### src/rtl/secondary_ray_queue_if.sv
// Handshake bundle for the secondary ray queue: producer side (in_*) and
// intersection-stage side (out_*). A ray is six WIDTH-bit fixed-point words {start, dir}.
interface secondary_ray_queue_if #(
  parameter int WIDTH = 16
);
  logic                 in_valid;
  logic                 in_ready;
  logic [6*WIDTH-1:0]   in_ray;
  logic [1:0]           in_code;
  logic [3:0]           in_bounce;
  logic                 out_valid;
  logic                 out_ready;
  logic [6*WIDTH-1:0]   out_ray;
  logic [3:0]           out_bounce;

  modport master (
    output in_valid, in_ray, in_code, in_bounce, out_ready,
    input  in_ready, out_valid, out_ray, out_bounce
  );

  modport slave (
    input  in_valid, in_ray, in_code, in_bounce, out_ready,
    output in_ready, out_valid, out_ray, out_bounce
  );
endinterface

### src/rtl/secondary_ray_queue.sv
// FIFO of secondary rays between the reflection/refraction stage and intersection.
// Optional macro SECONDARY_RAY_QUEUE_DROP_COUNT_EN enables the saturating dropped-ray counter.
//
// state  | meaning
// EMPTY  | count == 0, accepting
// ACTIVE | 0 < count < DEPTH, accepting and presenting
// FULL   | count == DEPTH, not accepting
// FLUSH  | one-cycle clear, neither accepting nor presenting
module secondary_ray_queue #(
  parameter int DEPTH      = 8,
  parameter int MAX_BOUNCE = 4,
  parameter int WIDTH      = 16
) (
  input  logic                     clk,
  input  logic                     rst,
  input  logic                     flush,
  secondary_ray_queue_if.slave     bus,
  output logic [$clog2(DEPTH):0]   count,
  output logic [15:0]              dropped_cnt
);
  localparam int PW = $clog2(DEPTH);
  localparam int CW = PW + 1;
  localparam int RW = 6 * WIDTH;

  typedef enum logic [1:0] {EMPTY, ACTIVE, FULL, FLUSH} state_t;

  state_t         state, state_nx;
  logic [PW-1:0]  wr_ptr, rd_ptr;
  logic [RW-1:0]  ray_mem    [DEPTH];
  logic [3:0]     bounce_mem [DEPTH];
  logic [4:0]     bounce_inc;
  logic           accept, keep, pop;
  logic [CW-1:0]  count_nx;

  assign bus.in_ready   = (state == EMPTY) || (state == ACTIVE);
  assign bus.out_valid  = (count != '0) && (state != FLUSH);
  // Head is gated so an empty queue shows zeros rather than stale storage.
  assign bus.out_ray    = bus.out_valid ? ray_mem[rd_ptr]    : '0;
  assign bus.out_bounce = bus.out_valid ? bounce_mem[rd_ptr] : '0;

  always_comb begin
    bounce_inc = {1'b0, bus.in_bounce} + 5'd1;
    accept     = bus.in_valid && bus.in_ready;
    keep       = accept && (bus.in_code != 2'b00) && (bounce_inc <= 5'(MAX_BOUNCE));
    pop        = bus.out_valid && bus.out_ready;
    count_nx   = count + CW'(keep) - CW'(pop);
    if (count_nx == '0)
      state_nx = EMPTY;
    else if (count_nx == CW'(DEPTH))
      state_nx = FULL;
    else
      state_nx = ACTIVE;
  end

  always_ff @(posedge clk) begin
    if (rst) begin
      state  <= EMPTY;
      wr_ptr <= '0;
      rd_ptr <= '0;
      count  <= '0;
    end else if (flush) begin
      state  <= FLUSH;
      wr_ptr <= '0;
      rd_ptr <= '0;
      count  <= '0;
    end else begin
      state <= state_nx;
      count <= count_nx;
      if (keep) wr_ptr <= wr_ptr + 1'b1;
      if (pop)  rd_ptr <= rd_ptr + 1'b1;
    end
  end

  always_ff @(posedge clk) begin
    if (!rst && !flush && keep) begin
      ray_mem[wr_ptr]    <= bus.in_ray;
      bounce_mem[wr_ptr] <= bounce_inc[3:0];
    end
  end

`ifdef SECONDARY_RAY_QUEUE_DROP_COUNT_EN
  logic drop;
  assign drop = accept && !keep;

  always_ff @(posedge clk) begin
    if (rst)
      dropped_cnt <= '0;
    else if (!flush && drop && (dropped_cnt != 16'hFFFF))
      dropped_cnt <= dropped_cnt + 16'd1;
  end
`else
  assign dropped_cnt = '0;
`endif
endmodule

### src/flat_wrapper.sv
// flat-port wrapper written by rule: the top's interface ports become plain ports
module secondary_ray_queue_flat 
#(
  parameter int DEPTH      = 8,
  parameter int MAX_BOUNCE = 4,
  parameter int WIDTH      = 16
)
  (clk, rst, flush, count, dropped_cnt, bus_in_valid, bus_in_ray, bus_in_code, bus_in_bounce, bus_out_ready, bus_in_ready, bus_out_valid, bus_out_ray, bus_out_bounce);
  secondary_ray_queue_if #(.WIDTH(WIDTH)) bus_i ();
  input  logic clk;
  input  logic rst;
  input  logic flush;
  output logic [$clog2(DEPTH):0] count;
  output logic [15:0] dropped_cnt;
  input wire logic [$bits(bus_i.in_valid)-1:0] bus_in_valid;
  input wire logic [$bits(bus_i.in_ray)-1:0] bus_in_ray;
  input wire logic [$bits(bus_i.in_code)-1:0] bus_in_code;
  input wire logic [$bits(bus_i.in_bounce)-1:0] bus_in_bounce;
  input wire logic [$bits(bus_i.out_ready)-1:0] bus_out_ready;
  output wire logic [$bits(bus_i.in_ready)-1:0] bus_in_ready;
  output wire logic [$bits(bus_i.out_valid)-1:0] bus_out_valid;
  output wire logic [$bits(bus_i.out_ray)-1:0] bus_out_ray;
  output wire logic [$bits(bus_i.out_bounce)-1:0] bus_out_bounce;
  assign bus_i.in_valid = bus_in_valid;
  assign bus_i.in_ray = bus_in_ray;
  assign bus_i.in_code = bus_in_code;
  assign bus_i.in_bounce = bus_in_bounce;
  assign bus_i.out_ready = bus_out_ready;
  assign bus_in_ready = bus_i.in_ready;
  assign bus_out_valid = bus_i.out_valid;
  assign bus_out_ray = bus_i.out_ray;
  assign bus_out_bounce = bus_i.out_bounce;
  secondary_ray_queue #(.DEPTH(DEPTH), .MAX_BOUNCE(MAX_BOUNCE), .WIDTH(WIDTH)) u_core (.clk(clk), .rst(rst), .flush(flush), .bus(bus_i), .count(count), .dropped_cnt(dropped_cnt));
endmodule
### config.mk
export PLATFORM = sky130hd
export DESIGN_NAME = secondary_ray_queue_flat
export DESIGN_NICKNAME = d
export VERILOG_FILES = /design/src/rtl/secondary_ray_queue_if.sv /design/src/rtl/secondary_ray_queue.sv /design/src/flat_wrapper.sv
export SDC_FILE = /design/constraint.sdc
export NUM_CORES = 1
export LEC_CHECK = 0
export ABC_AREA = 1
export CORE_MARGIN = 2
export CORE_UTILIZATION = 55
export CTS_CLUSTER_SIZE = 28
export DETAILED_ROUTE_END_ITERATION = 8
export PLACE_DENSITY = 0.75
export SETUP_SLACK_MARGIN = 0.05
export SLEW_MARGIN = 15
export SYNTH_ARGS = -nofsm -noshare
export SYNTH_HDL_FRONTEND = slang
export SYNTH_SLANG_ARGS = --single-unit
### constraint.sdc
create_clock -name clk -period 9.89 [get_ports clk]
set_input_delay 0.989 -clock clk [delete_from_list [all_inputs] [get_ports clk]]
set_output_delay 0.989 -clock clk [all_outputs]
set_load 0.05 [all_outputs]
==> results.tsv <==
stage	metric	value	unit
pwr	vdd_drop_max	0.152	mV
yosys	yosysWarnings	0	
cells_and_area	area_growth	15.6	%
sta	setup_viol	0	
critical_path	end_kind	primary output	
global_route	grt_max_degree	277	
critical_path	crit_buf_inv	3	
global_route	grt_pass1_vias	20100	
clock_tree	clkTransAtPathRegs	0.06	ns
critical_path	reg2reg_slack	6.84	ns
floorplan	io_pins	229	
sta	finalCriticalPeriod	5.62	ns
yosys	ys_ff_latch	815	
detailed_routing	drc	0	
yosys	synth_top_area_share	74.7	%
yosys	synth_ff_type	edfxtp_1	
pwr	p_leak	12.1	nW
critical_path	crit_slowest_cell	buf_4	
sta	fin_crit_sh	56.8	%
detailed_routing	via_per_inst	5.83	
yosys	synthArstFlopShare	0	%
sta	drv_slew	0	
critical_path	cp_data_required_time	8.90	ns
hold_path	holdCritStartpoint	u_core.rd_ptr[2]$_SDFFE_PP0P_	
yosys	synth_top_area_cell	edfxtp_1	
pwr	seq_power_share	48.1	%
place	hpwlAfterDp	36500	um
sta	relSlewSlack	19.4	%
clock_tree	clock-root-buffer	clkbuf_16	
pwr	total_power	0.00793	W
clock_tree	clock_latency	0.62	ns
pwr	p_comb_share	16.0	%
yosys	syn_area	0.0322	mm2
detailed_routing	drt_wl_total	73900	um
detailed_routing	drt-initial-drc-count	1991	
global_route	grt_usage	24.3	%
critical_path	start_kind	flop	
place	io_buffer_count	212	
global_route	grt_pass1_wl	113000	um
place	place_area	0.0347	mm2
cells_and_area	fill_cells	4173	
yosys	ys_top_cells_by_area	edfxtp_1 75%, nor2_1 8.4%, o21ai_0 3.6%	
critical_path	timing.rr.start	u_core.state[1]$_SDFF_PP0_	
pwr	power.share.switching	26.9	%
cells_and_area	stdcell_area	0.0372	mm2
yosys	postSynthCellCount	2496	
sta	fin_setup_tns	0	ns
critical_path	worst-setup-path-type	flop to primary output	
critical_path	worstPathCellList	buf_4, buf_4, o21ai_0, o22ai_1, nor2_1, nor2_1, clkdlybuf4s50_1	
clock_tree	postCtsSetupBuffers	0	
pwr	p_int	0.00580	W
yosys	yosysSeqAreaShare	75.6	%
sta	skew	0.0215	ns
sta	rsz0062_at_grt	no	
global_route	grt_overflow	0	
floorplan	dieArea	0.0604	mm2
pwr	pwr-share-clk	35.9	%
yosys	avgSynthCellArea	12.9	um2
detailed_routing	wire_per_inst	21.2	um
clock_tree	tritoncts	built	
clock_tree	ctsLongestPathBuffers	3	
global_route	antenna_found_initial	9	
critical_path	path_max_fanout	103	
sta	tightest_slew	1.21	ns
clock_tree	holdBufCountCts	0	
floorplan	num_rows	88	
sta	max_freq	178	MHz
pwr	power_switching	0.00214	W
critical_path	max_stage_delay	0.93	ns
yosys	synth_edf_count	800	
hold_path	hold_class	flop to flop	
hold_path	hold_depth	2	
clock_tree	post_cts_resized	0	
detailed_routing	num_vias	20304	
sta	whs	0.501	ns
clock_tree	numCtsBuffers	81	
cells_and_area	drive_above_1_share	5.53	%
clock_tree	h-tree-depth	3	
critical_path	cp_top_family	buffers and inverters	
floorplan	initial_core_util	55.7	%
critical_path	crit_arrival	4.63	ns
floorplan	fp.dieW	246	um
sta	hold_viol	0	
floorplan	core	0.0577	mm2
outcome	status	finished clean	
yosys	ys_types	26	
floorplan	die_y	246	um
cells_and_area	nets	2771	
critical_path	r2r-end	u_core.ray_mem[0][45]$_DFFE_PP_	
flow_run	drv_cap	0	
detailed_routing	antenna_left	0	
critical_path	reg2regPathDepth	8	
clock_tree	cts.sinks	815	
place	gp_congestion	0.756	
detailed_routing	drtPass1Iterations	6	
pwr	p_per_area	213	mW/mm2
## worst reg2reg max path, delay by kind of cell, from the launching register on
kind	cells	cell delay, ns
buffers and inverters	2	0.89
flip-flops	1	0.31
AND/OR/NAND/NOR	6	1.42
## cells by family after synthesis
logic type | after synthesis | synth area share [%]
AND/OR/NAND/NOR | 850 | 9.98
flip-flops | 815 | 75.6
AO/OA/AOI/OAI | 609 | 10.7
buffers and inverters | 207 | 3.19
adder cells (fa/ha/maj) | 9 | 0.374
XOR/XNOR | 5 | 0.136
other | 1 | 0.0117
## power by group through the flow
stage / Combinational (W) / Sequential (W) / Clock (W)
CTS: 0.00127 / 0.00381 / 0.00289
finish: 0.00127 / 0.00381 / 0.00285
global placement: 0.00125 / 0.00388 / 0
floorplan: 0.000816 / 0.00389 / 0
detailed placement: 0.00127 / 0.00388 / 0
global route: 0.00135 / 0.00381 / 0.00302
## cell usage after synthesis (15+ instances only)
cell      instances
clkbuf_1         90
o211ai_1        100
buf_4            20
nor2_1          718
buf_2            52
o21ai_1         167
edfxtp_1        800
o21ai_0         234
nand2_1         117
dfxtp_1          15
o22ai_1         100
inv_1            25
## layout make-up
type / count / area (um2) / area share, %
sequential: 815 / 24300 / 65.5
clock buffer: 105 / 2190 / 5.90
inverter: 27 / 113 / 0.303
antenna: 6 / 15.0 / 0.0404
clock inverter: 36 / 254 / 0.684
multi-input combinational: 1489 / 6920 / 18.6
tap: 765 / 957 / 2.58
timing repair buffer: 241 / 2380 / 6.39
## flip-flops by register name, summed over array words and instances, names as in the netlist, named ones only
name,count
u_core.ray_mem,768
u_core.rd_ptr,3
u_core.wr_ptr,3
u_core.bounce_mem,32
u_core.state,2
u_core.count,4
## worst max-delay path by stage
stage / from / to / slack, ns / cells past startpoint
after detailed placement: flop / bus_out_ray[82] / 4.96 / 7
after floorplan: flush / u_core.bounce_mem[7][0]$_DFFE_PP_ / 0.91 / 3
final: flop / bus_out_ray[82] / 4.27 / 7
after global routing: flop / bus_out_ray[82] / 4.05 / 7
after global placement: flop / bus_out_ray[82] / 4.99 / 7
after CTS: flop / bus_out_bounce[2] / 4.28 / 7
## cell usage in the layout (no fill, tap or decap), drive strengths merged
| cell | Yosys | routed |
|---|---|---|
| buf | 90 | 29 |
| fa | 1 | 1 |
| nand2 | 117 | 117 |
| inv | 26 | 27 |
| edfxtp | 800 | 800 |
| nor2 | 718 | 718 |
| xor2 | 5 | 5 |
| nand3 | 12 | 12 |
| nor3 | 2 | 2 |
| o21ai | 401 | 401 |
| or2 | 1 | 1 |
| clkinv | 1 | 33 |
| clkbuf | 90 | 105 |
| dfxtp | 15 | 15 |
| bufinv | 0 | 3 |
| ha | 8 | 8 |
| a31o | 1 | 1 |
| a21oi | 7 | 7 |
| o211ai | 100 | 100 |
| diode | 0 | 6 |
| clkdlybuf4s50 | 0 | 212 |
| o22ai | 100 | 100 |
| conb | 1 | 16 |
## routing by layer
metal,routed length (um),vias to the layer above,GRT usage (%)
met3,5670,127,4.56
li1,-,9347,-
met4,1660,10,8.15
met5,65,-,0
met2,37000,817,41.3
met1,29500,10003,31.6
## stage by stage
stage          utilization, %  std cells  setup WS (ns)
6_report                 64.4       3484           4.27
5_1_grt                  64.4       3481           4.05
4_1_cts                  64.3       3477           4.28
3_5_place_dp             60.1       3336           4.96
3_3_place_gp             60.1       3336           4.99
2_1_floorplan               -       2511          0.913
Power figures use the tool's default switching activity.
